===== src/rtl/bp_history_recovery_ctrl_pkg.sv =====
// Shared types for the gshare global-history recovery controller:
// controller state, checkpoint entry layout and the recovered-GHR helper.
package bp_history_recovery_ctrl_pkg;

    localparam int BPRED_WIDTH        = 9;
    localparam int DEPTH_DEF          = 4;
    localparam int RECOVER_CYCLES_DEF = 1;

    typedef enum logic {
        RUN     = 1'b0,
        RECOVER = 1'b1
    } ctrl_state_t;

    typedef struct packed {
        logic [BPRED_WIDTH-1:0] ghr;
        logic                   prediction;
    } checkpoint_t;

    localparam int ENTRY_W = $bits(checkpoint_t);

    // Rebuild the history as if the branch had been predicted correctly.
    function automatic logic [BPRED_WIDTH-1:0] recovered_ghr(input checkpoint_t cp,
                                                             input logic outcome);
        return {cp.ghr[BPRED_WIDTH-2:0], outcome};
    endfunction

endpackage


===== src/rtl/bp_history_recovery_ctrl_if.sv =====
// Pipeline-side bundle for the history recovery controller: DEC/EX branch
// events in, GHR shift/load controls and status out.
interface bp_history_recovery_ctrl_if
    import bp_history_recovery_ctrl_pkg::*;
#(
    parameter int DEPTH = DEPTH_DEF
);
    localparam int CNT_W = $clog2(DEPTH) + 1;

    logic                   dec_is_branch;
    logic                   prediction;
    logic [BPRED_WIDTH-1:0] global_history;
    logic                   alu_branch_valid;
    logic                   alu_branch_outcome;

    logic                   ghr_shift_en;
    logic                   ghr_shift_bit;
    logic                   ghr_load_en;
    logic [BPRED_WIDTH-1:0] ghr_load_value;
    logic                   mispredict;
    logic                   stall_dec;
    logic [CNT_W-1:0]       inflight_count;
    logic                   underflow;

    modport master (
        output dec_is_branch, prediction, global_history,
               alu_branch_valid, alu_branch_outcome,
        input  ghr_shift_en, ghr_shift_bit, ghr_load_en, ghr_load_value,
               mispredict, stall_dec, inflight_count, underflow
    );

    modport slave (
        input  dec_is_branch, prediction, global_history,
               alu_branch_valid, alu_branch_outcome,
        output ghr_shift_en, ghr_shift_bit, ghr_load_en, ghr_load_value,
               mispredict, stall_dec, inflight_count, underflow
    );

endinterface


===== src/rtl/bp_history_recovery_ctrl_checkpoint_fifo.sv =====
// Circular checkpoint buffer: one entry per predicted, unresolved branch.
// Head is read combinationally; clear wins over push and pop.
module bp_history_recovery_ctrl_checkpoint_fifo #(
    parameter int WIDTH = 10,
    parameter int DEPTH = 4
) (
    input  logic                     clk,
    input  logic                     rst,
    input  logic                     push,
    input  logic                     pop,
    input  logic                     clear,
    input  logic [WIDTH-1:0]         push_data,
    output logic [WIDTH-1:0]         head_data,
    output logic                     full,
    output logic                     empty,
    output logic [$clog2(DEPTH):0]   count
);
    localparam int PTR_W = $clog2(DEPTH);
    localparam int CNT_W = PTR_W + 1;

    logic [WIDTH-1:0] mem [DEPTH];
    logic [PTR_W-1:0] head_ptr;
    logic [PTR_W-1:0] tail_ptr;

    always_ff @(posedge clk or posedge rst) begin
        if (rst) begin
            head_ptr <= '0;
            tail_ptr <= '0;
            count    <= '0;
        end else if (clear) begin
            head_ptr <= '0;
            tail_ptr <= '0;
            count    <= '0;
        end else begin
            if (push) tail_ptr <= tail_ptr + 1'b1;
            if (pop)  head_ptr <= head_ptr + 1'b1;
            case ({push, pop})
                2'b10:   count <= count + CNT_W'(1);
                2'b01:   count <= count - CNT_W'(1);
                default: count <= count;
            endcase
        end
    end

    // Storage needs no reset: occupancy alone decides what is valid.
    always_ff @(posedge clk) begin
        if (push && !clear) mem[tail_ptr] <= push_data;
    end

    assign head_data = mem[head_ptr];
    assign empty     = (count == '0);
    assign full      = (count == CNT_W'(DEPTH));

endmodule


===== src/rtl/bp_history_recovery_ctrl.sv =====
// Global history recovery controller: checkpoints the GHR per predicted branch,
// checks EX resolutions in order and reloads the GHR on a mispredict.
//
// state   | meaning
// RUN     | normal operation, DEC branches checkpointed and shifted in
// RECOVER | wrong-path window after a mispredict, DEC branches ignored
module bp_history_recovery_ctrl
    import bp_history_recovery_ctrl_pkg::*;
#(
    parameter int DEPTH          = DEPTH_DEF,
    parameter int RECOVER_CYCLES = RECOVER_CYCLES_DEF
) (
    input  logic                      clk,
    input  logic                      rst,
    bp_history_recovery_ctrl_if.slave bus
);
    localparam int CNT_W = $clog2(DEPTH) + 1;
    localparam int RC_W  = (RECOVER_CYCLES > 1) ? $clog2(RECOVER_CYCLES + 1) : 1;

    ctrl_state_t      state, state_nxt;
    logic [RC_W-1:0]  rcnt, rcnt_nxt;

    checkpoint_t      head_cp;
    checkpoint_t      new_cp;
    logic [ENTRY_W-1:0] head_data;
    logic             full, empty;
    logic [CNT_W-1:0] count;

    logic             push, pop, mispredict, stall;
    logic             underflow;

    assign new_cp.ghr        = bus.global_history;
    assign new_cp.prediction = bus.prediction;
    assign head_cp           = checkpoint_t'(head_data);

    bp_history_recovery_ctrl_checkpoint_fifo #(
        .WIDTH (ENTRY_W),
        .DEPTH (DEPTH)
    ) u_fifo (
        .clk       (clk),
        .rst       (rst),
        .push      (push),
        .pop       (pop),
        .clear     (mispredict),
        .push_data (new_cp),
        .head_data (head_data),
        .full      (full),
        .empty     (empty),
        .count     (count)
    );

    always_ff @(posedge clk or posedge rst) begin
        if (rst) begin
            state <= RUN;
            rcnt  <= '0;
        end else begin
            state <= state_nxt;
            rcnt  <= rcnt_nxt;
        end
    end

    always_comb begin
        state_nxt = state;
        rcnt_nxt  = rcnt;
        if (mispredict) begin
            if (RECOVER_CYCLES == 0) begin
                state_nxt = RUN;
            end else begin
                state_nxt = RECOVER;
                rcnt_nxt  = RC_W'(RECOVER_CYCLES);
            end
        end else if (state == RECOVER) begin
            if (rcnt <= RC_W'(1)) begin
                state_nxt = RUN;
                rcnt_nxt  = '0;
            end else begin
                rcnt_nxt = rcnt - RC_W'(1);
            end
        end
    end

    // A pop frees a slot in the same cycle, so a full FIFO only stalls without one.
    always_comb begin
        pop        = bus.alu_branch_valid & ~empty;
        mispredict = pop & (head_cp.prediction != bus.alu_branch_outcome);
        stall      = full & bus.dec_is_branch & ~pop;
        push       = bus.dec_is_branch & (state == RUN) & (~full | pop) & ~mispredict;
    end

    always_ff @(posedge clk or posedge rst) begin
        if (rst) begin
            underflow <= 1'b0;
        end else if (bus.alu_branch_valid && empty) begin
            underflow <= 1'b1;
        end
    end

    assign bus.ghr_shift_en   = push;
    assign bus.ghr_shift_bit  = bus.prediction;
    assign bus.ghr_load_en    = mispredict;
    assign bus.ghr_load_value = recovered_ghr(head_cp, bus.alu_branch_outcome);
    assign bus.mispredict     = mispredict;
    assign bus.stall_dec      = stall;
    assign bus.inflight_count = count;
    assign bus.underflow      = underflow;

endmodule


===== src/flat_wrapper.sv =====
// flat-port wrapper written by rule: the top's interface ports become plain ports
module bp_history_recovery_ctrl_flat import bp_history_recovery_ctrl_pkg::*;
#(
    parameter int DEPTH          = DEPTH_DEF,
    parameter int RECOVER_CYCLES = RECOVER_CYCLES_DEF
)
  (clk, rst, bus_dec_is_branch, bus_prediction, bus_global_history, bus_alu_branch_valid, bus_alu_branch_outcome, bus_ghr_shift_en, bus_ghr_shift_bit, bus_ghr_load_en, bus_ghr_load_value, bus_mispredict, bus_stall_dec, bus_inflight_count, bus_underflow);
  bp_history_recovery_ctrl_if #(.DEPTH(DEPTH)) bus_i ();
  input  logic clk;
  input  logic rst;
  input wire logic [$bits(bus_i.dec_is_branch)-1:0] bus_dec_is_branch;
  input wire logic [$bits(bus_i.prediction)-1:0] bus_prediction;
  input wire logic [$bits(bus_i.global_history)-1:0] bus_global_history;
  input wire logic [$bits(bus_i.alu_branch_valid)-1:0] bus_alu_branch_valid;
  input wire logic [$bits(bus_i.alu_branch_outcome)-1:0] bus_alu_branch_outcome;
  output wire logic [$bits(bus_i.ghr_shift_en)-1:0] bus_ghr_shift_en;
  output wire logic [$bits(bus_i.ghr_shift_bit)-1:0] bus_ghr_shift_bit;
  output wire logic [$bits(bus_i.ghr_load_en)-1:0] bus_ghr_load_en;
  output wire logic [$bits(bus_i.ghr_load_value)-1:0] bus_ghr_load_value;
  output wire logic [$bits(bus_i.mispredict)-1:0] bus_mispredict;
  output wire logic [$bits(bus_i.stall_dec)-1:0] bus_stall_dec;
  output wire logic [$bits(bus_i.inflight_count)-1:0] bus_inflight_count;
  output wire logic [$bits(bus_i.underflow)-1:0] bus_underflow;
  assign bus_i.dec_is_branch = bus_dec_is_branch;
  assign bus_i.prediction = bus_prediction;
  assign bus_i.global_history = bus_global_history;
  assign bus_i.alu_branch_valid = bus_alu_branch_valid;
  assign bus_i.alu_branch_outcome = bus_alu_branch_outcome;
  assign bus_ghr_shift_en = bus_i.ghr_shift_en;
  assign bus_ghr_shift_bit = bus_i.ghr_shift_bit;
  assign bus_ghr_load_en = bus_i.ghr_load_en;
  assign bus_ghr_load_value = bus_i.ghr_load_value;
  assign bus_mispredict = bus_i.mispredict;
  assign bus_stall_dec = bus_i.stall_dec;
  assign bus_inflight_count = bus_i.inflight_count;
  assign bus_underflow = bus_i.underflow;
  bp_history_recovery_ctrl #(.DEPTH(DEPTH), .RECOVER_CYCLES(RECOVER_CYCLES)) u_core (.clk(clk), .rst(rst), .bus(bus_i));
endmodule

===== config.mk =====
export PLATFORM = sky130hd
export DESIGN_NAME = bp_history_recovery_ctrl_flat
export DESIGN_NICKNAME = d
export VERILOG_FILES = /design/src/rtl/bp_history_recovery_ctrl_pkg.sv /design/src/rtl/bp_history_recovery_ctrl_if.sv /design/src/rtl/bp_history_recovery_ctrl_checkpoint_fifo.sv /design/src/rtl/bp_history_recovery_ctrl.sv /design/src/flat_wrapper.sv
export SDC_FILE = /design/constraint.sdc
export NUM_CORES = 1
export LEC_CHECK = 0
export ABC_CLOCK_PERIOD_IN_PS = 3100
export CORE_MARGIN = 4
export CORE_UTILIZATION = 35
export DETAILED_ROUTE_END_ITERATION = 10
export DONT_BUFFER_PORTS = 1
export PLACE_DENSITY = 0.53
export SLEW_MARGIN = 20
export SYNTH_ARGS = -nofsm -noshare
export SYNTH_HDL_FRONTEND = slang
export SYNTH_SLANG_ARGS = --single-unit

===== constraint.sdc =====
create_clock -name clk -period 3.1 [get_ports clk]
set_clock_uncertainty 0.05 [all_clocks]
set_input_delay 0.465 -clock clk [delete_from_list [all_inputs] [get_ports clk]]
set_output_delay 0.465 -clock clk [all_outputs]
set_load 0.03 [all_outputs]

==> results.toml <==
[run_status]
outcome = "completed"

[timing]
min_period_ns = 2.66
hold_viol_final = 0
setup_tns_ns = 0
slew_headroom = 0.578
fmax_mhz = 376
fin_crit_sh = 0.857
rsz0062_at_grt = "no"
setup_viol = 0
worstMarginPinSlew_ns = 0.633
drv_slew = 0

[global_routing]
grt_overflow = 0
antenna_found_initial = 0
grt_pass1_wl_mm = 5.35
grt_max_degree = 17
grt_usage = 0.109
grt_pass1_vias = 1088

[detailed_routing]
drcViolationCount = 0
wl_mm = 3.32
viasPerCell = 5.06
antenna_left = 0
vias = 997
dr.pass1.iters = 4
drt_iter0_drc = 28
wl_per_cell_um = 16.9

[worst_setup_path]
crit_required_ns = 3.26
setup.worst_path.start_class = "flip-flop"
cp_slowest_cell = "dfrtp_1"
cp.arrival_ns = 2.82
worstPathCellList = "or4b_1 > nand2_1 > a21o_1 > ha_1 > fa_1 > xnor2_1 > or3_1 > a22oi_2"
path_buf_inv = 0
path_delay_family = "simple AND/OR/NAND/NOR gates"
path_max_fanout = 10
critPathKind = "reg -> reg"
slowest_delay_ns = 0.54
endpoint_kind = "flip-flop"

[synth]
synth_top_area_share = 0.558
ys_warn_count = 0
synthMostInstantiatedCell = "edfxtp_1"
synth_common_cells = "edfxtp_1, a21oi_1, dfrtp_1"
synth_fp_nets = 135
synth_edf_count = 36
ys.flop_type = "edfxtp_1"
synthArstFlopShare = 0.200
synth.cell_area_sq_um = 1940
netlist_instances = 114
synth.largest_area_cell = "edfxtp_1"
synth_cell_types = 32
synthTopCellsByArea = "edfxtp_1, dfrtp_1, mux4_2, ha_1, mux4_1"
synth-seq-cells = 45
avgSynthCellArea_sq_um = 17.0
yosysSeqAreaShare = 0.674

[finish]
area_delta_synth_final_pct = 12.1
final_nets = 147
stdcell_area_sq_um = 2170
final_util = 0.414
nFillCells = 482
drive_above_1_share = 0.213
antennaDiodeCount = 0

[clocking]
clockBufferDepth = 2
h-tree-depth = 2
numCtsBuffers = 5
cts_tree = "done"
cts_setup_buffers = 0
clock-sinks = 45
clkLatencyLatePin_ns = 0.29
cts.clk_slew.worst_paths_ns = 0.08
cts-root-buf = "clkbuf_8"

[power_and_ir_drop]
netSwitchingPower_uw = 768
p_per_area_nw_per_um2 = 941
leakage_uw = 0.000782
p_seq_frac = 0.413
intPower_uw = 1270
pwr-share-clk = 0.165
p_sw_frac = 0.376
p_comb_frac = 0.422
ir_worst_vdd_mv = 0.472

[floorplanning]
dieHeight_um = 82.4
dieArea_sq_um = 6790
die_x_um = 82.4
core_sq_um = 5240
start_util = 0.370
io-pin-count = 33
rows = 26

[run]
max_cap_viol_count = 0

[placed_design]
io_buffers = 0
post_dp_cell_area_sq_um = 2080
place_hpwl_mm = 2.35
gp_congestion = 0.694

[hold_path]
hp-class = "in -> reg"
## per-stage QoR
| step | power [uW] | cells | hold slack, ns | setup WS (ns) |
|---|---|---|---|---|
| 2_1_floorplan | 1530 | 114 | 0.243 | 0.520 |
| 3_3_place_gp | 1710 | 188 | 0.292 | 0.523 |
| 3_5_place_dp | 1730 | 188 | 0.300 | 0.471 |
| 4_1_cts | 2070 | 197 | 0.207 | 0.434 |
| 5_1_grt | 2170 | 197 | 0.195 | 0.308 |
| 6_report | 2040 | 197 | 0.215 | 0.442 |
## cell usage in the layout, fill, tap and decap left out, types with 2 or more instances in the layout
| master | n |
|---|---|
| xnor2_1 | 2 |
| ha_1 | 5 |
| dfrtp_1 | 9 |
| a21o_1 | 2 |
| xor2_1 | 3 |
| and3_1 | 2 |
| a2bb2oi_1 | 2 |
| a21oi_1 | 10 |
| mux4_1 | 2 |
| buf_4 | 12 |
| nand3_1 | 4 |
| inv_1 | 4 |
| o21ai_0 | 2 |
| nand2b_1 | 2 |
| edfxtp_1 | 36 |
| mux4_2 | 7 |
| clkbuf_8 | 5 |
| clkbuf_1 | 2 |
## cell type report
cell class	instances	area, sq um	area share
clock buffer	7	76.3	0.0352
clock inverter	1	5.00	0.00231
inverter	4	15.0	0.00692
multi-input combinational	56	561	0.258
sequential	45	1310	0.602
tap	70	87.6	0.0403
timing repair buffer	14	120	0.0553
## power by group through the flow
stage | Clock (uW) | Sequential (uW) | Combinational, uW
5_1_grt | 379 | 854 | 936
4_1_cts | 346 | 846 | 878
2_1_floorplan | 0 | 888 | 640
3_3_place_gp | 0 | 853 | 854
6_report | 337 | 844 | 861
3_5_place_dp | 0 | 859 | 872
## routing by layer
layer  vias to the layer above  part of all wire  global-route usage
met5                         -                 0                   0
met1                       501              0.39               0.117
met4                         0             0.012              0.0498
met3                         5             0.081              0.0423
met2                        29              0.52               0.189
li1                        462                 -                   -
## registers in the layout, indices dropped and copies added (netlist names)
signal,flops
u_core.u_fifo.mem,36
u_core.u_fifo.count,3
u_core.bus.underflow,1
u_core.u_fifo.tail_ptr,2
u_core.u_fifo.head_ptr,2
u_core.state,1
## path summary, 6_finish.rpt
kind / startpoint / slack [ns] / to / cells past startpoint
worst min register to register: u_core.bus.underflow / 0.63 / u_core.bus.underflow / 1
worst max register to register: u_core.u_fifo.count[2] / 0.44 / u_core.u_fifo.count[2] / 8
worst min-delay path: bus_global_history[6] / 0.22 / u_core.u_fifo.mem[2][7] / 0
min in group asynchronous: rst / 0.54 / u_core.u_fifo.tail_ptr[0] / 2
worst max-delay path: u_core.u_fifo.count[2] / 0.44 / u_core.u_fifo.count[2] / 8
max in group asynchronous: rst / 2.18 / u_core.u_fifo.count[2] / 2
## kinds of logic after synthesis
family / synth area share
flops: 0.674
compound gates: 0.0659
simple gates: 0.0446
buf+inv: 0.0362
mux: 0.114
fa+ha+maj: 0.0426
xor+xnor: 0.0226
## what timing repair did
| action | in CTS | in global routing |
|---|---|---|
| gates resized for setup | 0 | 0 |
| hold buffers | 1 | 0 |
| endpoints found under the hold margin | 9 | 0 |
(Power assumes the default switching activity.)
